**src/rtl/bullet_pkg.sv**
```systemverilog
// Shared types and playfield constants for the bullet scheduler
// and the bullet instances it feeds.
package bullet_pkg;

  typedef enum logic [1:0] {
    IDLE     = 2'd0,
    LAUNCH   = 2'd1,
    WAIT_ACK = 2'd2,
    COOLDOWN = 2'd3
  } state_e;

  localparam int SCREEN_W = 640;
  localparam int SCREEN_H = 480;
  localparam int LAUNCH_Y = 240;

  function automatic logic [3:0] popcount8(
    input logic [7:0] v
  );
    logic [3:0] c;
    c = '0;
    for (int i = 0; i < 8; i++)
      c = c + {3'b000, v[i]};
    return c;
  endfunction

endpackage

```
**src/rtl/rr_free_finder.sv**
```systemverilog
// Round-robin free-slot search: first idle slot at or after rr_ptr,
// wrapping modulo NUM_SLOTS.
module rr_free_finder
  import bullet_pkg::*;
#(
  parameter int NUM_SLOTS = 4,
  parameter int IW        = $clog2(NUM_SLOTS)
) (
  input  logic [NUM_SLOTS-1:0] slot_busy,
  input  logic [IW-1:0]        rr_ptr,
  output logic                 found,
  output logic [IW-1:0]        index
);

  int j;

  // Walk from the far end back so the closest candidate wins.
  always_comb begin
    found = 1'b0;
    index = '0;
    j     = 0;
    for (int k = NUM_SLOTS - 1; k >= 0; k--) begin
      j = int'(rr_ptr) + k;
      if (j >= NUM_SLOTS)
        j = j - NUM_SLOTS;
      if (!slot_busy[IW'(j)]) begin
        found = 1'b1;
        index = IW'(j);
      end
    end
  end

endmodule

```
**src/rtl/bullet_scheduler.sv**
```systemverilog
// Fire-request scheduler: edge detect, cooldown, round-robin slot
// allocation, launch strobe and busy-flag acknowledgement.
module bullet_scheduler
  import bullet_pkg::*;
#(
  parameter int NUM_SLOTS       = 4,
  parameter int COOLDOWN_FRAMES = 10,
  parameter int ACK_TIMEOUT     = 3
) (
  input  logic                 clk_60hz,
  input  logic                 reset_n,
  input  logic                 fire,
  input  logic [9:0]           ship_x,
  input  logic                 direction,
  input  logic [NUM_SLOTS-1:0] slot_busy,
  output logic [NUM_SLOTS-1:0] start_bullet,
  output logic [9:0]           launch_x,
  output logic                 launch_dir,
  output logic [3:0]           active_count,
  output logic [7:0]           dropped_count,
  output logic                 launch_fault,
  output logic                 ready
);

  localparam int IW = $clog2(NUM_SLOTS);

  localparam logic [NUM_SLOTS-1:0] ONE =
    {{(NUM_SLOTS-1){1'b0}}, 1'b1};

  state_e        state;
  logic [IW-1:0] rr_ptr;
  logic [IW-1:0] slot;
  logic [IW-1:0] free_idx;
  logic          free_found;
  logic          pending;
  logic          fire_q;
  logic [7:0]    cd;
  logic [3:0]    to_cnt;
  logic          fire_edge;
  logic          trigger;

  assign fire_edge = fire & ~fire_q;
  assign trigger   = fire_edge | pending;
  assign ready     = (state == IDLE);

  rr_free_finder #(
    .NUM_SLOTS (NUM_SLOTS)
  ) u_finder (
    .slot_busy (slot_busy),
    .rr_ptr    (rr_ptr),
    .found     (free_found),
    .index     (free_idx)
  );

  always_ff @(posedge clk_60hz or negedge reset_n) begin
    if (!reset_n) begin
      state         <= IDLE;
      rr_ptr        <= '0;
      slot          <= '0;
      pending       <= 1'b0;
      fire_q        <= 1'b0;
      cd            <= '0;
      to_cnt        <= '0;
      start_bullet  <= '0;
      launch_x      <= '0;
      launch_dir    <= 1'b0;
      active_count  <= '0;
      dropped_count <= '0;
      launch_fault  <= 1'b0;
    end else begin
      fire_q       <= fire;
      active_count <= popcount8(8'(slot_busy));
      start_bullet <= '0;
      // One-deep queue: later edges while busy are lost.
      if (fire_edge && state != IDLE)
        pending <= 1'b1;
      unique case (state)
        IDLE: begin
          if (trigger) begin
            pending <= 1'b0;
            if (free_found) begin
              slot         <= free_idx;
              launch_x     <= ship_x;
              launch_dir   <= direction;
              start_bullet <= ONE << free_idx;
              state        <= LAUNCH;
            end else if (dropped_count != 8'hFF) begin
              dropped_count <= dropped_count + 8'd1;
            end
          end
        end
        LAUNCH: begin
          to_cnt <= '0;
          state  <= WAIT_ACK;
        end
        WAIT_ACK: begin
          if (slot_busy[slot]) begin
            cd    <= 8'(COOLDOWN_FRAMES);
            state <= COOLDOWN;
            if (slot == IW'(NUM_SLOTS - 1))
              rr_ptr <= '0;
            else
              rr_ptr <= slot + 1'b1;
          end else begin
            to_cnt <= to_cnt + 4'd1;
            if (to_cnt + 4'd1 == 4'(ACK_TIMEOUT)) begin
              launch_fault <= 1'b1;
              state        <= IDLE;
            end
          end
        end
        COOLDOWN: begin
          if (cd == 8'd0)
            state <= IDLE;
          else
            cd <= cd - 8'd1;
        end
      endcase
    end
  end

endmodule
```
**config.mk**
```make
export PLATFORM = sky130hd
export DESIGN_NAME = bullet_scheduler
export DESIGN_NICKNAME = d
export VERILOG_FILES = /design/src/rtl/bullet_pkg.sv /design/src/rtl/rr_free_finder.sv /design/src/rtl/bullet_scheduler.sv
export SDC_FILE = /design/constraint.sdc
export NUM_CORES = 1
export LEC_CHECK = 0
export CAP_MARGIN = 20
export CORE_AREA = 2 2 98 53
export CTS_CLUSTER_SIZE = 8
export DETAILED_ROUTE_END_ITERATION = 10
export DIE_AREA = 0 0 100 55
export PLACE_DENSITY_LB_ADDON = 0.25
export SYNTH_ARGS = -nofsm -noshare
export SYNTH_HDL_FRONTEND = slang
export SYNTH_SLANG_ARGS = --single-unit
```
**constraint.sdc**
```tcl
create_clock -name clk_60hz -period 2.22 [get_ports clk_60hz]
set_input_delay 0.222 -clock clk_60hz [delete_from_list [all_inputs] [get_ports clk_60hz]]
set_output_delay 0.222 -clock clk_60hz [all_outputs]
set_load 0.05 [all_outputs]
```
# ---- Yosys cells after proc, flatten, opt, wreduce, memory -nomap -nowiden
# Cells that the tools add are included.
dict set report op_classes {
  n_addsub 14
  n_mul 0
  div 0
  magnitude_cmp 9
  eq_ne 13
  shifts 1
  muxes 44
  bitwise_logic 5
  reduce_logical 13
}
# op count
set ops {}
lappend ops {{$mux 2} 14}
lappend ops {{$lt 2x4->1 const B} 4}
lappend ops {{$mux 1} 16}
lappend ops {{$mux 4} 4}
lappend ops {{$mux 8} 2}
lappend ops {{$pmux 8 s2} 1}
lappend ops {{$bmux 1 s2} 5}
lappend ops {{$ne 2x2->1 const B} 5}
lappend ops {{$ge 3x3->1 const B} 3}
lappend ops {{$reduce_and 3->1} 3}
lappend ops {{$add 8x1->8 const B} 1}
lappend ops {{$logic_not 8->1} 1}
lappend ops {{$ne 8x8->1 const B} 1}
lappend ops {{$pmux 2 s4} 1}
lappend ops {{$pmux 4 s2} 1}
lappend ops {{$reduce_and 4->1} 2}
lappend ops {{$sub 2x1->2 const B} 4}
lappend ops {{$sub 8x1->8 const B} 1}
lappend ops {{$add 2x2->3 const B} 2}
lappend ops {{$eq 2x2->1 const B} 3}
lappend ops {{$reduce_bool 2->1} 3}
lappend ops {{$add 3x1->4} 1}
lappend ops {{$add 4x1->4 const B} 1}
lappend ops {{$eq 4x2->1 const B} 1}
lappend ops {{other kinds (16)} 19}
dict set report totals {
  regBits 48
  latch_bits 0
  ramBits 0
  rom_bits 0
  in_bits 18
  output_inout_bits 29
  elab_cells 112
  mem_count 0
}

# ---- Longest topological paths before layout
dict set report depth {
  word_depth 14
  mapped_depth 6
  ltp_nobuf 6
}

# ---- Hierarchy
# Synthesis repeated with hierarchy kept, for this count alone.
dict set report unflattened {
  cells_unflattened 201
  hier_area_um2 2257.2
}
# module n_inst cells_each area_per_inst_um2 seq_area_each_um2
set by_module_without_submodules {}
lappend by_module_without_submodules {bullet_scheduler 1 188 2185.8 1176.1}
lappend by_module_without_submodules {rr_free_finder 1 13 71.3 0.0}

# ---- Worst setup path after synthesis
# No wires, ideal clock.
dict set report synth_path {
  path_kind {reg2reg}
  start {register state[0]}
  end {register dropped_count[6]}
  setup_time_ns 0.125
  arrival_time_ns 2.284
  required_ns 2.095
  slack_ns -0.189
  path_stages_with_launch 6
  path_buffers 1
  period_less_slack_ns 2.409
  path_cell_list {dfrtp_1 > clkbuf_1 > nor2_1 > o211ai_1 > nor3_1 > mux2_2}
}
dict set report synth_between {
  elab_chain_cells 2
}
# element line
set synth_rtl {}
lappend synth_rtl {{from (decl)} bullet_scheduler.sv:30} ;# state_e state;
lappend synth_rtl {{from (signal assigned)} bullet_scheduler.sv:57} ;# state <= IDLE;
lappend synth_rtl {{from (signal assigned)} bullet_scheduler.sv:86} ;# state <= LAUNCH;
lappend synth_rtl {{from (signal assigned)} bullet_scheduler.sv:94} ;# state <= WAIT_ACK;
lappend synth_rtl {{$logic_not 2->1} -}
lappend synth_rtl {{via ready} bullet_scheduler.sv:22} ;# output logic ready
lappend synth_rtl {{$reduce_and 4->1 (no line)} -}
lappend synth_rtl {{to (signal assigned)} bullet_scheduler.sv:88} ;# dropped_count <= dropped_count + 8'd1;
lappend synth_rtl {{to (decl)} bullet_scheduler.sv:20} ;# output logic [7:0] dropped_count,
# The timed path passes the listed nets, and every way through them passes these cells.
# A chain may end at the register's enable or synchronous reset.

# ---- Worst setup path after layout
dict set report layout_path {
  start {register state[0]}
  end {output ready}
}
dict set report layout_between {
  elab_chain_cells 1
}
# element line
set layout_rtl {}
lappend layout_rtl {{$logic_not 2->1} bullet_scheduler.sv:44} ;# assign ready = (state == IDLE);
lappend layout_rtl {{to (decl)} bullet_scheduler.sv:22}
# No other way between the ends.

==> flow_results.org <==
** Cells and area
- Nets :: 279
- Share of cells above drive strength 1 :: 0.123
- In the layout the commonest cells are dfrtp_1 (47), clkdlybuf4s50_1 (44), inv_1 (13), mux2_2 (13), nand2_1 (11).
- Leaving out fill and tap cells, the most frequent cell in the layout is dfrtp_1.
- Relative to the synthesized area, the layout overhead comes to 28.1%.
- Count of antenna diodes in the layout :: 0

** CTS
- Clock tree from TritonCTS :: built
- Clock latency at the later pin of the worst-skew pair :: 0.29 ns
- Clock-pin slew was measured on the worst setup and hold paths at 0.08 ns.
- Clock tree synthesis inserted a total of 5 buffers.
- H-tree lvl count :: 2
- Counting every sink on the clock net gives 47.
- Root buffer selected by CTS :: clkbuf_8
- The longest clock path from root to sink contains 2 buffers.
- Post-CTS setup repair buffer count :: 0

** Synthesis
- By area the synthesized netlist is led by dfrtp_1 (52%), mux2_2 (6.5%), ha_1 (4.4%).
- For this run, the number of Yosys warnings is 0.
- In this run, synthesis produced a sequential element count of 47.
- Among all flip-flop cells after synthesis, the most frequent one is dfrtp_1.
- Number of cells produced by synthesis :: 202
- Of the post-synthesis cell area, the dominant cell type holds 0.520.
- Synth cell types :: 49
- The number of nets in the synthesized netlist is 229.
- The cell area that synthesis handed to floorplanning was 2260 sq um.
- Dominant cell type by area after synthesis :: dfrtp_1
- Average cell area after synthesis :: 11.2 sq um
- Number of flops mapped to enable cells by yosys :: 0
- Seq/Total Area, Yosys :: 0.520
- Counting flops with an async set or reset pin after synthesis yields a share of 1.00.

** Floorplan
- After floorplanning, the core was sized to cover 4680 sq um.
- Die width :: 100 um
- Row generation in the floorplan step produced 18 rows.
- For this design the top-level I/O count stands at 47.
- Starting utilization of the core area :: 0.483
- In this run the vertical extent of the chip is 55 um.
- Die area :: 5500 sq um

** Global routing
- Vias in the first global route :: 1589
- Entering global routing, the biggest net connects 26 pins.
- Wire length of the first global-routing pass :: 7680 um
- For met3 alone, demand over resource in global routing was 0.0490.
- The number of antenna violations at the first check in global routing was 0.
- met1 is the most crowded layer.
- Overall overflow remaining after global route :: 0
- Across every metal layer, demand over resource in global routing totals 0.186.
- In the global route stage, met1 resource usage came out at 0.283.
- For met2 alone, demand over resource in global routing was 0.261.

** Worst setup path
- The largest single stage delay on the critical path is 0.83 ns.
- Category of cells accounting for the largest share of critical-path delay :: buffers and inverters
- For this design, the slowest cell found on the critical path is clkdlybuf4s50_1.
- Start-to-end type of the worst setup path :: reg -> out
- Critical-path cell list :: nor2_2, clkdlybuf4s50_1
- Together, buffers and inverters on the worst path number 1.
- Maximum fanout along the worst path :: 10
- Required time reported for the critical path endpoint :: 2.00 ns
- For the worst setup path, the data arrival time is 1.82 ns.
- CP Launch Type :: flip-flop
- Critical Path Sink Type :: output pin

** Drt
- In this run the remaining antenna-violating nets after routing total 0.
- The first TritonRoute pass finished after 5 iterations.
- Post-detailed-route wirelength per cell :: 15.0 um
- For this block, the initial DRC count from the detailed router was 65.
- Post-route DRC :: 0
- Routed vias/inst :: 5.47
- Total Wirelength :: 4710 um
- The final route contains 1711 vias.

** STA
- Pin slew with the least headroom to its limit :: 0.705 ns
- Setup violations remaining at the end of the flow were counted as 0.
- Setup slack on the critical path of the routed design comes to 0.177 ns.
- Worst slew slack as a fraction of its limit :: 0.528
- The worst path needs 2.04 ns of the cycle, external delays included.
- Across the routed clock network, the largest skew measured is 0.00681 ns.
- The count of endpoints failing hold in the final timing report is 0.
- Setup total negative slack on the finished layout was measured at 0 ns.
- Final-report max-slew violation count :: 0
- Static timing analysis puts the maximum clock frequency at 0.489 GHz.
- Setup repair after global routing left no endpoint under its margin.
- In the finished design, the share of the clock period the worst path needs comes to 0.920.

** Worst hold path
- In this run the worst hold path is classified as in -> reg.

** Place
- At the end of routability-driven placement, the weighted congestion stood at 0.841.
- Placement Setup Slack :: 0.0629 ns
- Number of port buffers :: 45
- Detail Placement HPWL :: 3490 um

** Run
- Max-cap violations in this run came to 0.

** Power
- In this run the power density over the cells is 1290 nW/um^2.
- The analysis attributes to cell leakage a power of 1.29 nW.
- Maximum resistive drop on vdd :: 0.553 mV

** Run status
- Status :: finished clean
-- worst paths after layout --
path                       slack (ns)          from  cells past startpoint            to
setup / recovery                 0.18      state[0]                      2         ready
hold / removal                   0.44          fire                      1        fire_q
setup reg to reg                 0.35         cd[0]                      6         cd[2]
hold reg to reg                  0.48  launch_fault                      1  launch_fault
max in group asynchronous        1.23       reset_n                      3     rr_ptr[1]
min in group asynchronous        0.46       reset_n                      2         cd[4]
-- area by class of cell --
| cell class | instances | area [sq um] |
|---|---|---|
| timing repair buffer | 50 | 498 |
| inverter | 13 | 48.8 |
| multi-input combinational | 135 | 1000 |
| tap | 60 | 75.1 |
| fill | 398 | 1790 |
| sequential | 47 | 1180 |
| clock buffer | 8 | 100 |
-- Yosys cell counts, types with 5 or more instances --
master	n
inv_1	13
nand2b_1	5
xor2_1	8
nand3_1	7
dfrtp_1	47
a21oi_1	7
ha_1	8
mux2_2	13
nor2_1	11
nand2_1	11
o21ai_0	10
-- metrics by stage --
stage,cells,utilization,hold WS [ns],total power [mW],instance area (sq um)
3_5_place_dp,304,0.595,0.259,3.21,2790
6_report,313,0.619,0.436,3.75,2900
3_3_place_gp,304,0.595,0.263,3.16,2790
5_1_grt,313,0.619,0.424,4.01,2900
4_1_cts,313,0.619,0.427,3.77,2900
2_1_floorplan,202,-,-0.0736,2.65,2260
-- cell families (layout without fill, tap and decap cells) --
family	after synthesis	in the layout	share of synthesized area
simple gates	64	64	0.161
flops	47	47	0.520
compound gates	39	39	0.119
buf+inv	20	71	0.0393
mux	14	14	0.0747
fa+ha+maj	9	9	0.0531
xor+xnor	8	8	0.0310
other cells	1	1	0.00166
-- layer usage --
layer / wire, um / vias up / share of wire
met5: 0 / - / 0
met4: 39 / 0 / 0.0083
met3: 276 / 6 / 0.059
met2: 1930 / 53 / 0.41
met1: 2460 / 831 / 0.52
li1: - / 821 / -
-- worst reg2reg max path, delay by kind of cell, from the launching register on --
family / cells / cell delay, ns
simple gates: 2 / 0.55
compound gates: 2 / 0.52
flops: 1 / 0.42
fa+ha+maj: 1 / 0.15
buf+inv: 1 / 0.10
-- what timing repair did --
item / in CTS / in global routing
setup endpoints to repair: 0 / 0
gates resized for setup: 0 / 0
hold endpoints to repair: 24 / 0
hold buffers: 1 / 0
-- power breakdown --
| group | internal (mW) | switching [mW] | leakage, nW |
|---|---|---|---|
| registers | 1.14 | 0.250 | 0.590 |
| clock network | 0.284 | 0.267 | 0.0515 |
| logic | 0.710 | 1.10 | 0.648 |
-- registers in the layout, summed over array words and instances (netlist names) --
| register | cells |
|---|---|
| launch_fault | 1 |
| state | 2 |
| dropped_count | 8 |
| fire_q | 1 |
| slot | 2 |
| pending | 1 |
| launch_x | 10 |
| rr_ptr | 2 |
| active_count | 3 |
| to_cnt | 4 |
| cd | 8 |
| start_bullet | 4 |
| launch_dir | 1 |
Power figures use the tool's default switching activity.
